===== src/rtl/tcp_tx_responder.sv =====
// TCP transmit responder: validates a send request against session state and buffer space,
// answers with a status word, then forwards the payload while checking its byte count.
module tcp_tx_responder #(
  parameter int unsigned DATA_W    = 512,
  parameter int unsigned SESS_BITS = 4,
  parameter int unsigned BUF_BYTES = 65536
) (
  input  logic                    aclk,
  input  logic                    aresetn,
  input  logic                    s_tx_meta_tvalid,
  output logic                    s_tx_meta_tready,
  input  logic [31:0]             s_tx_meta_tdata,
  output logic                    m_tx_stat_tvalid,
  input  logic                    m_tx_stat_tready,
  output logic [63:0]             m_tx_stat_tdata,
  input  logic                    s_tx_data_tvalid,
  output logic                    s_tx_data_tready,
  input  logic [DATA_W-1:0]       s_tx_data_tdata,
  input  logic [DATA_W/8-1:0]     s_tx_data_tkeep,
  input  logic                    s_tx_data_tlast,
  output logic                    m_net_tvalid,
  input  logic                    m_net_tready,
  output logic [DATA_W-1:0]       m_net_tdata,
  output logic [DATA_W/8-1:0]     m_net_tkeep,
  output logic                    m_net_tlast,
  input  logic [(1<<SESS_BITS)-1:0] session_open,
  input  logic                    credit_valid,
  input  logic [15:0]             credit_bytes,
  output logic [31:0]             space,
  output logic                    len_err,
  output logic [15:0]             len_err_cnt
);

  localparam int unsigned KeepW = DATA_W / 8;

  typedef enum logic [1:0] {StIdle, StStat, StData} state_e;

  state_e      r_state;
  logic        r_alive;
  logic [15:0] r_sess;
  logic [15:0] r_len;
  logic [15:0] r_cnt;
  logic [15:0] r_err_cnt;
  logic        r_len_err;
  logic [31:0] r_space;

  logic [1:0]  w_err;
  logic        w_ok;
  logic [31:0] w_remain;
  logic        w_stat_hs;
  logic [32:0] w_sum;
  logic [31:0] w_space_d;
  logic [15:0] w_keep_cnt;
  logic [15:0] w_total;
  logic        w_beat;

  // Error is evaluated live in STAT so session_open and credits are reflected in the answer.
  always_comb begin
    w_err = 2'd0;
    if (r_len == 16'd0) begin
      w_err = 2'd3;
    end else if ((r_sess[15:SESS_BITS] != '0) || !session_open[r_sess[SESS_BITS-1:0]]) begin
      w_err = 2'd1;
    end else if ({16'd0, r_len} > r_space) begin
      w_err = 2'd2;
    end
  end

  assign w_ok      = (w_err == 2'd0);
  assign w_remain  = w_ok ? (r_space - {16'd0, r_len}) : r_space;
  assign w_stat_hs = (r_state == StStat) && m_tx_stat_tready;

  always_comb begin
    w_sum = {1'b0, (w_stat_hs ? w_remain : r_space)};
    if (credit_valid) begin
      w_sum = w_sum + {17'd0, credit_bytes};
    end
    w_space_d = (w_sum > 33'(BUF_BYTES)) ? 32'(BUF_BYTES) : w_sum[31:0];
  end

  always_comb begin
    w_keep_cnt = 16'd0;
    for (int i = 0; i < KeepW; i++) begin
      w_keep_cnt = w_keep_cnt + {15'd0, s_tx_data_tkeep[i]};
    end
  end

  assign w_beat  = (r_state == StData) && s_tx_data_tvalid && m_net_tready;
  assign w_total = r_cnt + w_keep_cnt;

  always_ff @(posedge aclk or negedge aresetn) begin
    if (!aresetn) begin
      r_state   <= StIdle;
      r_alive   <= 1'b0;
      r_sess    <= 16'd0;
      r_len     <= 16'd0;
      r_cnt     <= 16'd0;
      r_err_cnt <= 16'd0;
      r_len_err <= 1'b0;
      r_space   <= 32'(BUF_BYTES);
    end else begin
      r_alive   <= 1'b1;
      r_space   <= w_space_d;
      r_len_err <= 1'b0;
      case (r_state)
        StIdle: begin
          if (s_tx_meta_tvalid && r_alive) begin
            r_sess  <= s_tx_meta_tdata[15:0];
            r_len   <= s_tx_meta_tdata[31:16];
            r_state <= StStat;
          end
        end
        StStat: begin
          if (m_tx_stat_tready) begin
            r_cnt   <= 16'd0;
            r_state <= w_ok ? StData : StIdle;
          end
        end
        StData: begin
          if (w_beat) begin
            r_cnt <= w_total;
            if (s_tx_data_tlast) begin
              r_state <= StIdle;
              if (w_total != r_len) begin
                r_len_err <= 1'b1;
                if (r_err_cnt != 16'hFFFF) begin
                  r_err_cnt <= r_err_cnt + 16'd1;
                end
              end
            end
          end
        end
        default: r_state <= StIdle;
      endcase
    end
  end

  assign s_tx_meta_tready = r_alive && (r_state == StIdle);
  assign m_tx_stat_tvalid = (r_state == StStat);
  assign m_tx_stat_tdata  = {w_err, w_remain[29:0], r_len, r_sess};

  assign s_tx_data_tready = (r_state == StData) && m_net_tready;
  assign m_net_tvalid     = (r_state == StData) && s_tx_data_tvalid;
  assign m_net_tdata      = s_tx_data_tdata;
  assign m_net_tkeep      = s_tx_data_tkeep;
  assign m_net_tlast      = s_tx_data_tlast;

  assign space       = r_space;
  assign len_err     = r_len_err;
  assign len_err_cnt = r_err_cnt;

endmodule

===== config.mk =====
export PLATFORM = sky130hd
export DESIGN_NAME = tcp_tx_responder
export DESIGN_NICKNAME = d
export VERILOG_FILES = /design/src/rtl/tcp_tx_responder.sv
export SDC_FILE = /design/constraint.sdc
export NUM_CORES = 1
export LEC_CHECK = 0
export CORE_AREA = 5 5 519 521
export CTS_CLUSTER_DIAMETER = 150
export DETAILED_ROUTE_END_ITERATION = 16
export DIE_AREA = 0 0 524 526
export RECOVER_POWER = 100
export SLEW_MARGIN = 40
export SYNTH_ARGS = -nofsm -noshare
export SYNTH_HDL_FRONTEND = slang
export SYNTH_SLANG_ARGS = --single-unit

===== constraint.sdc =====
create_clock -name aclk -period 9.39 [get_ports aclk]
set_input_delay 1.4085 -clock aclk [delete_from_list [all_inputs] [get_ports aclk]]
set_output_delay 1.4085 -clock aclk [all_outputs]
set_load 0.01 [all_outputs]

==> summary.md <==
In this run the remaining antenna-violating nets after routing total 0. The startpoint identified for the worst hold timing path is r_cnt[0]. Transition time of the tightest slew-check pin: 3.403 ns. The root buffer cell is clkbuf_16. The final reports fail on capacitance limit, slew limit. The required time of the critical path came out at 9.72 ns.

The run finished, with violations left. The maximum net fanout on the critical path is 8, and the number of enable-type register cells in the synthesized netlist is 0. The combinational group share of total power is 0.833, and the total power after layout is 5.945 mW.

The fraction of registers with async set/reset was 1.000. The analysis attributes to net switching a power of 2.941 mW. The most critical setup path has its startpoint at s_tx_data_tkeep[31].

The final layout contains routed wiring with a total length of 210300 um. The switching share of power is 0.4946. The worst path meets setup with 0.2722 ns of slack. The largest clock skew in the final design came out at 0.01591 ns.

Summed over all cells, the static leakage comes to 6.612 nW. The critical path is of the in -> reg type. For the total of warnings raised by yosys, the log shows 0.

Residual overflow from global routing: 0. Once placement finished, the instance area stood at 18220 um^2. The global routing usage summed across all routing layers is 0.1459, and the DRC violation count after routing is 0. The average cell area after synthesis is 8.411 um^2, and the final design instance area without fill is 18530 um^2.

The clock latency on the worst-skew pair is 0.43 ns. For this run, the leading register cell type out of synthesis is dfrtp_1. Dividing the detail-routed wire length by the instance count gives 41.54 um.

Entering global routing, the biggest net connects 55 pins. The fraction of final layout cells with drive strength greater than 1 was 0.1095. The run gives 0.05404 as the initial standard-cell utilization of the core.

The sequential-to-total area share from yosys stat was 0.1754; the summed instance area of the synthesized netlist was 14270 um^2. The total half-perimeter wirelength after legalization and detailed placement is 199700 um, and the relative max-transition margin is -1.269. In this run the count of I/O pins placed on the die edge is 1342. The internal power component was 3.005 mW; the final period utilization was 0.9710. The category of the worst setup path launch point was a primary input. From bottom edge to top edge, the die measures 526 um. The die covers 275600 um^2.

The launch instance of the worst register-to-register path is r_len[0]. Counting along the longest clock path gives a buffer depth of 2. For the H-tree depth reported by CTS, the log shows 3. Measured along the x axis, the die boundary spans 524 um.

For the count of cell types in the netlist, the log shows 83. The ratio of total power to cell area came out at 320.8 nW/um^2. TritonCTS built the clock tree. The area growth from synthesis to layout is 29.83%. The final layout contains 2286 nets. The run gives 927 as the violation count after the first detailed-route iteration. For the placed instance count, the log shows 5041. The depth of the worst register-to-register path was 24.

Setup repair after global routing left no endpoint under its margin. The region available for standard cell placement spans 264100 um^2. Sequential cell fraction of total power: 0.092. The number of hold violations in the final report was 0. The final non-filler cell total came out at 5063. The maximum frequency from static timing analysis was 0.1097 GHz; the number of buffers added by the clock tree synthesis step was 9. The number of global-route vias before repair is 11775, and the final estimated routing congestion in global placement is 0.9747. The logs give 189 for the number of pins exceeding their max-slew limit in the final report and -0.5707 ns for the setup slack at placement.

Data arrives at the worst endpoint at 9.44 ns. The worst setup path is captured at a register. Across the run, the number of max-cap violations was 4.

The via-per-instance ratio came out at 2.330. Post-layout minimum cycle time: 9.118 ns. In this run the worst hold path is classified as reg -> reg. The worst hold path was traced through 2 stages. The synthesis-stage register bit count works out to 100. The run gives 6 as the first-pass iteration count of the detailed router.

Initial antenna violation count: 12. The number of port buffers was 317; the clock power share was 0.076. In this run the core area contains 189 standard-cell rows.

The cell count after synthesis came out at 1697. Clock transition at the register clock pins on the worst setup and hold paths after CTS: 0.11 ns. Across the VDD grid, the largest voltage drop is 667.9 uV.

Total number of clock tree sinks: 100. Setup violations remaining at the end of the flow were counted as 0. The first global-routing pass estimated 236300 um of wire. The final route contains 11796 vias.
==> area by class of cell <==
cell class,count,area (um^2)
fill,31014,245600
multi-input combinational,873,6868
tap,3533,4420
timing repair buffer,407,3926
sequential,100,2504
inverter,129,484.2
clock buffer,9,225.2
clock inverter,7,91.34
antenna,5,12.51
==> cell families (layout without fill, tap and decap cells) <==
group           Yosys count  in the layout  synth area share
mux                      47             47           0.04032
flops                   100            100            0.1754
xor+xnor                 92             92           0.05742
fa+ha+maj               118            118            0.1339
simple gates            367            367            0.1415
buf+inv                 738            552            0.3476
other cells               2             21         0.0005261
compound gates          233            233            0.1033
==> registers in the layout, summed over array words and instances, names as in the netlist <==
| signal | flops |
|---|---|
| r_sess | 16 |
| r_alive | 1 |
| r_cnt | 16 |
| r_len | 16 |
| len_err_cnt | 16 |
| r_state | 2 |
| len_err | 1 |
| space | 32 |
==> path summary, 6_finish.rpt <==
path / slack, ns / end
worst max-delay path: 0.27 / len_err_cnt[1]
worst min-delay path: 0.50 / r_cnt[0]
worst max register to register: 0.65 / space[1]
worst min register to register: 0.50 / r_cnt[0]
max in group asynchronous: 3.05 / space[23]
min in group asynchronous: 2.13 / r_cnt[10]
==> power groups by stage <==
stage	Clock (mW)	Sequential, mW	Combinational [mW]
floorplan	0	0.522	2.55
global placement	0	0.554	4.84
detailed placement	0	0.556	4.94
CTS	0.495	0.547	4.99
global route	0.499	0.551	5.40
finish	0.451	0.544	4.95
==> Yosys cell counts, drive strengths merged (16+ instances only) <==
cell	n	area, um^2
inv	128	480.5
xor2	35	306.5
nand3	35	175.2
nor3	39	251.5
buf	589	4402
nor4	18	142.6
nand4	16	106.4
dfrtp	99	2477
mux2	28	315.3
nand2	103	389.1
nor2	61	231.5
ha	60	750.7
clkbuf	20	75.07
o21ai	88	440.4
xnor2	56	490.5
a21oi	46	230.2
fa	58	1161
==> stage by stage <==
stage	hold slack [ns]	util	setup TNS, ns
6_report	0.5031	0.07016	0
5_1_grt	0.5340	0.07012	0
2_1_floorplan	0.4485	-	0
3_3_place_gp	0.4761	0.06894	-6.856
4_1_cts	0.5072	0.07019	0
3_5_place_dp	0.4862	0.06897	-7.605
==> worst max-delay path: stages <==
cell and delay [ns]:
dlygate4sd3_1 0.60, fa_1 0.52, inv_1 0.05, fa_1 0.52, fa_1 0.45, fa_1 0.51, inv_1 0.06, fa_1 0.57
fa_1 0.64, buf_12 0.11, inv_1 0.05, fa_1 0.58, fa_1 0.64, inv_1 0.06, ha_1 0.28, nor2b_1 0.13
o21a_1 0.17, o21ai_1 0.25, a21oi_2 0.13, o2111ai_2 0.24, a21oi_1 0.14, xnor2_1 0.18, nor2_1 0.06, and4b_1 0.23
buf_12 0.14, nor3_2 0.18, buf_4 0.19, mux2_2 0.34
==> cells in the final DEF (no fill, tap or decap), types with 6 or more instances in the layout <==
master	Yosys	layout
nand2b_1	13	13
nor3b_1	3	6
nand2_1	102	103
a21o_1	14	14
clkbuf_1	20	7
dfrtp_1	99	99
nand4_1	15	15
nor4_1	16	16
a211oi_1	8	8
o21ai_0	88	83
inv_1	128	128
nor3_2	9	11
clkbuf_16	0	9
nor2b_1	11	11
mux2_2	28	28
buf_4	578	72
o211ai_1	13	13
o31ai_1	11	11
xnor2_1	56	56
nor3_1	29	27
fa_1	58	55
or3_1	8	8
and3_1	11	11
buf_12	0	8
and2_1	14	13
xor2_1	35	35
nand3_1	35	35
or4_1	8	8
ha_1	60	60
a21oi_1	46	44
o21a_1	10	10
mux2i_1	14	14
conb_1	2	16
dlygate4sd3_1	0	175
nor2_1	60	60
clkdlybuf4s50_1	0	140
==> metal layers <==
metal	vias to the layer above	part of all wire	GRT usage
li1	4709	-	-
met1	5339	0.19	0.08292
met2	1557	0.42	0.2190
met3	175	0.36	0.2412
met4	16	0.022	0.03150
met5	-	0.0038	0.02106
==> timing repair <==
| action | CTS | global route |
|---|---|---|
| hold buffers | 0 | 0 |
| cloned | 1 | 0 |
| buffers inserted | 0 | 0 |
| gates resized for setup | 4 | 16 |
| endpoints found under the setup margin | 4 | 16 |
| pin swaps | 2 | 6 |
(Power assumes the default switching activity.)
